--- config.mk ---
export PLATFORM = sky130hd
export DESIGN_NAME = fmap_window_gen_flat
export DESIGN_NICKNAME = d
export VERILOG_FILES = /design/src/rtl/fmap_window_gen_if.sv /design/src/rtl/fmap_window_gen.sv /design/src/flat_wrapper.sv
export SDC_FILE = /design/constraint.sdc
export NUM_CORES = 1
export LEC_CHECK = 0
export CORE_MARGIN = 1.5
export CORE_UTILIZATION = 55
export DETAILED_ROUTE_END_ITERATION = 7
export PLACE_DENSITY = 0.85
export SYNTH_ARGS = -nofsm -noshare
export SYNTH_HDL_FRONTEND = slang
export SYNTH_SLANG_ARGS = --single-unit
--- constraint.sdc ---
create_clock -name clk -period 2.45 [get_ports clk]
set_input_delay 0.49 -clock clk [delete_from_list [all_inputs] [get_ports clk]]
set_output_delay 0.49 -clock clk [all_outputs]
set_load 0.01 [all_outputs]
--- src/rtl/fmap_window_gen_if.sv ---
// Interface between the feature-map window generator and its environment.
// Bundles the start request, the fmap BRAM read port and the window/pass
// status outputs.
//   slave  : the window generator side (drives address, windows, status)
//   master : the controller/BRAM side (drives start and read data)
interface fmap_window_gen_if #(
  parameter int M      = 8,
  parameter int ADDR_W = 10
);
  logic              start;
  logic [ADDR_W-1:0] fmap_addr;
  logic [M-1:0]      fmap_rdata;
  logic [9*M-1:0]    win_data;
  logic              win_valid;
  logic [7:0]        out_row;
  logic [7:0]        out_col;
  logic              fmap_finish;
  logic [7:0]        pass_idx;
  logic              busy;
  logic              all_done;

  modport slave (
    input  start, fmap_rdata,
    output fmap_addr, win_data, win_valid, out_row, out_col,
           fmap_finish, pass_idx, busy, all_done
  );

  modport master (
    output start, fmap_rdata,
    input  fmap_addr, win_data, win_valid, out_row, out_col,
           fmap_finish, pass_idx, busy, all_done
  );
endinterface

--- src/rtl/fmap_window_gen.sv ---
// Feature-map 3x3 window generator.
// Streams an IMG_H x IMG_W map out of the fmap BRAM in raster order, builds
// 3x3 windows (valid convolution, stride 1) with two line buffers, and
// replays the map N_FILTER times, pulsing fmap_finish at the end of each pass.
// Ports:
//   clk    : clock
//   Rst_n  : asynchronous active-low reset
//   bus    : fmap_window_gen_if.slave
//            start (in), fmap_rdata (in), fmap_addr, win_data, win_valid,
//            out_row, out_col, fmap_finish, pass_idx, busy, all_done (out)
module fmap_window_gen #(
  parameter int M        = 8,
  parameter int IMG_W    = 28,
  parameter int IMG_H    = 28,
  parameter int ADDR_W   = 10,
  parameter int N_FILTER = 8
) (
  input  logic             clk,
  input  logic             Rst_n,
  fmap_window_gen_if.slave bus
);

  typedef enum logic [2:0] {IDLE, RUN, DRAIN, FINISH, GAP} state_t;

  localparam int         COL_W     = (IMG_W > 1) ? $clog2(IMG_W) : 1;
  localparam logic [7:0] LAST_COL  = 8'(IMG_W - 1);
  localparam logic [7:0] LAST_ROW  = 8'(IMG_H - 1);
  localparam logic [7:0] LAST_PASS = 8'(N_FILTER - 1);

  state_t            state_reg, state_next;
  logic              cnt_reg;
  logic [ADDR_W-1:0] addr_reg;
  logic [7:0]        in_row_reg, in_col_reg;
  logic [7:0]        pass_idx_reg;
  logic              run_last;

  // read-return tracking (one cycle behind the address)
  logic              rd_valid_reg;
  logic [7:0]        rd_row_reg, rd_col_reg;
  logic [COL_W-1:0]  lb_idx;
  logic              rd_win_ok;

  logic [M-1:0]      lb0_reg [0:IMG_W-1];   // previous row
  logic [M-1:0]      lb1_reg [0:IMG_W-1];   // row before that
  logic [M-1:0]      win_px_reg [0:2][0:2]; // [column][row], column 2 newest
  logic              win_valid_reg;
  logic [7:0]        out_row_reg, out_col_reg;

  logic              busy_c, finish_c, all_done_c;

  assign run_last = (state_reg == RUN) && (in_row_reg == LAST_ROW) &&
                    (in_col_reg == LAST_COL);

  // ---------------- FSM: state register ----------------
  always_ff @(posedge clk or negedge Rst_n) begin
    if (!Rst_n) state_reg <= IDLE;
    else        state_reg <= state_next;
  end

  // ---------------- FSM: next state ----------------
  always_comb begin
    state_next = state_reg;
    case (state_reg)
      IDLE:   if (bus.start) state_next = RUN;
      RUN:    if (run_last)  state_next = DRAIN;
      DRAIN:  if (cnt_reg)   state_next = FINISH;
      // pass_idx has already advanced here; having wrapped to 0 means the
      // pass that just ended was the last one
      FINISH: state_next = (pass_idx_reg == 8'd0) ? IDLE : GAP;
      GAP:    if (cnt_reg)   state_next = RUN;
      default: state_next = IDLE;
    endcase
  end

  // ---------------- FSM: outputs ----------------
  always_comb begin
    busy_c     = (state_reg != IDLE);
    finish_c   = (state_reg == FINISH);
    all_done_c = (state_reg == FINISH) && (pass_idx_reg == 8'd0);
  end

  // ---------------- address generation and pass counting ----------------
  always_ff @(posedge clk or negedge Rst_n) begin
    if (!Rst_n) begin
      cnt_reg      <= 1'b0;
      addr_reg     <= '0;
      in_row_reg   <= 8'd0;
      in_col_reg   <= 8'd0;
      pass_idx_reg <= 8'd0;
      rd_valid_reg <= 1'b0;
      rd_row_reg   <= 8'd0;
      rd_col_reg   <= 8'd0;
    end else begin
      // two-cycle phase counter for DRAIN and GAP, restarted on every change
      cnt_reg <= (state_next != state_reg) ? 1'b0 : ~cnt_reg;

      if (state_next == RUN && state_reg != RUN) begin
        addr_reg   <= '0;
        in_row_reg <= 8'd0;
        in_col_reg <= 8'd0;
      end else if (state_reg == RUN && state_next == RUN) begin
        addr_reg <= addr_reg + ADDR_W'(1);
        if (in_col_reg == LAST_COL) begin
          in_col_reg <= 8'd0;
          in_row_reg <= in_row_reg + 8'd1;
        end else begin
          in_col_reg <= in_col_reg + 8'd1;
        end
      end

      if (state_reg == DRAIN && state_next == FINISH)
        pass_idx_reg <= (pass_idx_reg == LAST_PASS) ? 8'd0 : pass_idx_reg + 8'd1;

      rd_valid_reg <= (state_reg == RUN);
      rd_row_reg   <= in_row_reg;
      rd_col_reg   <= in_col_reg;
    end
  end

  assign lb_idx    = rd_col_reg[COL_W-1:0];
  // columns 0/1 of a row would pair with stale columns of the prior row
  assign rd_win_ok = rd_valid_reg && (rd_row_reg >= 8'd2) && (rd_col_reg >= 8'd2);

  // ---------------- line buffers and window ----------------
  always_ff @(posedge clk or negedge Rst_n) begin
    if (!Rst_n) begin
      for (int i = 0; i < IMG_W; i++) begin
        lb0_reg[i] <= '0;
        lb1_reg[i] <= '0;
      end
      for (int j = 0; j < 3; j++)
        for (int i = 0; i < 3; i++)
          win_px_reg[j][i] <= '0;
      win_valid_reg <= 1'b0;
      out_row_reg   <= 8'd0;
      out_col_reg   <= 8'd0;
    end else begin
      win_valid_reg <= rd_win_ok;
      if (rd_valid_reg) begin
        for (int j = 0; j < 2; j++)
          for (int i = 0; i < 3; i++)
            win_px_reg[j][i] <= win_px_reg[j+1][i];
        win_px_reg[2][0] <= lb1_reg[lb_idx];
        win_px_reg[2][1] <= lb0_reg[lb_idx];
        win_px_reg[2][2] <= bus.fmap_rdata;
        lb1_reg[lb_idx]  <= lb0_reg[lb_idx];
        lb0_reg[lb_idx]  <= bus.fmap_rdata;
        if (rd_win_ok) begin
          out_row_reg <= rd_row_reg - 8'd2;
          out_col_reg <= rd_col_reg - 8'd2;
        end
      end
    end
  end

  // row-major packing, X00 in the top slice
  generate
    for (genvar gi = 0; gi < 3; gi++) begin : g_row
      for (genvar gj = 0; gj < 3; gj++) begin : g_col
        assign bus.win_data[(8 - (gi*3 + gj))*M +: M] = win_px_reg[gj][gi];
      end
    end
  endgenerate

  assign bus.fmap_addr   = addr_reg;
  assign bus.win_valid   = win_valid_reg;
  assign bus.out_row     = out_row_reg;
  assign bus.out_col     = out_col_reg;
  assign bus.pass_idx    = pass_idx_reg;
  assign bus.fmap_finish = finish_c;
  assign bus.all_done    = all_done_c;
  assign bus.busy        = busy_c;

endmodule

--- src/flat_wrapper.sv ---
// flat-port wrapper written by rule: the top's interface ports become plain ports
module fmap_window_gen_flat 
#(
  parameter int M        = 8,
  parameter int IMG_W    = 28,
  parameter int IMG_H    = 28,
  parameter int ADDR_W   = 10,
  parameter int N_FILTER = 8
)
  (clk, Rst_n, bus_start, bus_fmap_rdata, bus_fmap_addr, bus_win_data, bus_win_valid, bus_out_row, bus_out_col, bus_fmap_finish, bus_pass_idx, bus_busy, bus_all_done);
  fmap_window_gen_if #(.M(M), .ADDR_W(ADDR_W)) bus_i ();
  input  logic clk;
  input  logic Rst_n;
  input wire logic [$bits(bus_i.start)-1:0] bus_start;
  input wire logic [$bits(bus_i.fmap_rdata)-1:0] bus_fmap_rdata;
  output wire logic [$bits(bus_i.fmap_addr)-1:0] bus_fmap_addr;
  output wire logic [$bits(bus_i.win_data)-1:0] bus_win_data;
  output wire logic [$bits(bus_i.win_valid)-1:0] bus_win_valid;
  output wire logic [$bits(bus_i.out_row)-1:0] bus_out_row;
  output wire logic [$bits(bus_i.out_col)-1:0] bus_out_col;
  output wire logic [$bits(bus_i.fmap_finish)-1:0] bus_fmap_finish;
  output wire logic [$bits(bus_i.pass_idx)-1:0] bus_pass_idx;
  output wire logic [$bits(bus_i.busy)-1:0] bus_busy;
  output wire logic [$bits(bus_i.all_done)-1:0] bus_all_done;
  assign bus_i.start = bus_start;
  assign bus_i.fmap_rdata = bus_fmap_rdata;
  assign bus_fmap_addr = bus_i.fmap_addr;
  assign bus_win_data = bus_i.win_data;
  assign bus_win_valid = bus_i.win_valid;
  assign bus_out_row = bus_i.out_row;
  assign bus_out_col = bus_i.out_col;
  assign bus_fmap_finish = bus_i.fmap_finish;
  assign bus_pass_idx = bus_i.pass_idx;
  assign bus_busy = bus_i.busy;
  assign bus_all_done = bus_i.all_done;
  fmap_window_gen #(.M(M), .IMG_W(IMG_W), .IMG_H(IMG_H), .ADDR_W(ADDR_W), .N_FILTER(N_FILTER)) u_core (.clk(clk), .Rst_n(Rst_n), .bus(bus_i));
endmodule
==> results_dict.tcl <==
set metrics [dict create \
    place_ws_ns -0.0709 \
    first_pass_iters 8 \
    synth_nets 2010 \
    htreeDepth 2 \
    synth_edf_count 0 \
    slew_headroom_pct 45.2 \
    die_height_um 220 \
    antenna_found_initial 1 \
    p_leak_nw 13.2 \
    r2r_start "u_core.in_col_reg[3]" \
    slew_violations 0 \
    vdd_drop_max_uv 564 \
    gp_congestion 0.854 \
    synth.avg_cell_area_sq_um 13.1 \
    clock_latency_ns 0.63 \
    grt-ovfl-total 0 \
    drive_gt1_share_pct 35.3 \
    finalHoldViolCount 0 \
    cp-endpoint "bus_all_done" \
    cp_data_arrival_time_ns 2.14 \
    grt_start_max_net_pins 68 \
    violations "DRC, setup timing" \
    synthArstFlopShare_pct 100 \
    viasPerCell 6.49 \
    start_kind "flop" \
    use_met3_pct 5.64 \
    die_width_um 220 \
    power.density_nw_per_um2 653 \
    critical_path.startpoint "u_core.bus.pass_idx[4]" \
    cts_buffers 57 \
    hold-worst-slack_ns 0.455 \
    drt-wirelength-per-cell_um 25.1 \
    io_buffers 120 \
    nFillCells 2903 \
    cts.sinks 592 \
    syn_inst 1992 \
    cts_tree "yes" \
    clk_pin_slew_worst_paths_ns 0.07 \
    cts_buffer_depth 3 \
    yosys_most_used_dff "dfrtp_1" \
    rsz0062_at_grt "true" \
    status "finished, violations left" \
    cap_violations 0 \
    skew_ns 0.0283 \
    nets 2210 \
    post-route-period-util_pct 107 \
    detailed_place_hpwl_um 44100 \
    syn-cell-area_sq_um 26000 \
    core_sq_um 46700 \
    design_area_sq_um 31300 \
    fmax_mhz 380 \
    first_iter_violations 2173 \
    grtUsageMet1_pct 37.6 \
    grt_pass1_wl_um 106000 \
    area_delta_synth_final_pct 20.5 \
    ys_seq_elements 592 \
    hp-class "in -> async" \
    ioPinCount 121 \
    ys_seq_area_share_pct 57.0 \
    crit_fanout 2 \
    ant_nets 0 \
    worstReg2RegEnd "u_core.in_row_reg[3]" \
    synth_cell_types 56 \
    yosys.area.top_type_share_pct 57.0 \
    grt_busiest_layer "met2" \
    ys_warn_count 0 \
    cp_data_required_time_ns 1.96 \
    cts_root_buffer "clkbuf_16" \
    start_util_pct 55.7 \
    setup_viol 23 \
    worst-r2r-setup-slack_ns -0.17 \
    place_area_sq_um 29000 \
    r2r_cells 7 \
    grt_pass1_vias 18700 \
    synth_area_leaders "dfrtp_1 57%, mux2_2 16%, mux4_2 7.1%" \
    synth_area_leader_cell "dfrtp_1" \
    track_usage_pct 28.5 \
    synth.most_common_cell "dfrtp_1" \
    use_met2_pct 45.5 \
    worstMarginPinSlew_ns 0.822 \
    drc 10 \
    die_area_sq_um 48600 \
    wirelength_um 71500 \
    worst_slack_ns -0.181 \
    path_class "reg -> out" \
    yosys-top-cells-count "592 x dfrtp_1, 375 x mux2_2, 142 x nor2_1" \
    end_kind "primary output" \
    vias 18500 \
    rows 79 \
    min_period_ns 2.63 \
]
area by class of cell:
type / count / area [sq um] / area share [%]
tap: 607 / 759 / 2.42
multi-input combinational: 1230 / 10700 / 34.2
clock inverter: 23 / 273 / 0.870
clock buffer: 84 / 1650 / 5.26
timing repair buffer: 300 / 3070 / 9.78
sequential: 592 / 14800 / 47.3
antenna: 1 / 2.50 / 0.00798
inverter: 11 / 41.3 / 0.132
how the worst min path moves through the flow:
stage	from	endpoint	slack, ns	depth (start not counted)
2_1_floorplan	Rst_n	u_core.bus.fmap_addr[0]	0.19	0
3_3_place_gp	u_core.in_col_reg[7]	u_core.rd_col_reg[7]	0.39	0
3_5_place_dp	u_core.in_col_reg[7]	u_core.rd_col_reg[7]	0.40	0
4_1_cts	u_core.in_col_reg[7]	u_core.rd_col_reg[7]	0.43	0
5_1_grt	u_core.in_row_reg[7]	u_core.rd_row_reg[7]	0.47	0
6_report	Rst_n	u_core.lb1_reg[152]	0.46	2
per-stage QoR:
step | setup TNS [ns] | power, mW | utilization, % | cells
global placement | -0.132 | 11.5 | 62.2 | 2725
finish | -1.57 | 20.5 | 67.2 | 2848
CTS | -0.538 | 20.5 | 66.6 | 2837
detailed placement | -0.255 | 11.6 | 62.2 | 2725
floorplan | 0 | 11.0 | - | 1992
global route | -4.23 | 21.0 | 67.2 | 2847
report_power, final:
group / switching (mW) / total [mW] / internal (mW)
registers: 0.235 / 10.4 / 10.1
clock network: 3.80 / 9.00 / 5.20
logic: 0.560 / 1.09 / 0.533
worst max-delay path: stages, from the launching register on:
cell and delay, ns:
dfrtp_1 0.37, or4_4 0.55, nor4b_4 0.30, nor2b_1 0.16, buf_2 0.14
routing by layer:
metal	wire length [um]	vias to the layer above
li1	-	7612
met1	27300	9524
met2	34700	1082
met3	5950	266
met4	3610	0
met5	0	-
repair_timing:
item,4_1_cts,5_1_grt
pin swaps,14,15
cloned,0,1
buffers inserted,4,9
hold endpoints to repair,41,0
setup endpoints to repair,21,61
gates resized for setup,30,48
hold buffers,1,0
kinds of logic (layout without fill, tap and decap cells):
group                    after synthesis  after routing  synth area share (%)
other                                  0              1                     0
flip-flops                           592            592                  57.0
XOR/XNOR                              14             14                 0.471
buffers and inverters                170            418                  2.77
AO/OA/AOI/OAI                        321            321                  7.41
multiplexers                         518            518                  25.7
adder cells (fa/ha/maj)                7              7                 0.337
AND/OR/NAND/NOR                      370            370                  6.37
layout by cell type (no fill, tap or decap), types with 7 or more instances in the layout:
master,synthesis,layout
o21ai_2,0,8
nor2b_1,16,14
and3_1,9,9
buf_4,9,135
ha_1,7,7
clkdlybuf4s50_1,0,116
clkbuf_16,0,58
nor2_1,142,130
or3_1,13,12
buf_12,0,36
a22oi_1,23,23
o21ai_0,96,81
clkbuf_8,0,12
a21oi_1,118,111
mux4_2,82,82
inv_1,10,10
nand3_1,17,17
dfrtp_1,592,586
clkbuf_1,101,15
nand2b_1,12,12
a31oi_1,14,10
a221oi_1,12,12
mux2_2,375,375
mux2i_1,61,60
clkinv_2,0,11
nor3_1,8,8
xnor2_1,9,9
nand2_1,123,122
nor2_2,0,12
No activity file was read; power rests on OpenSTA's default activity.
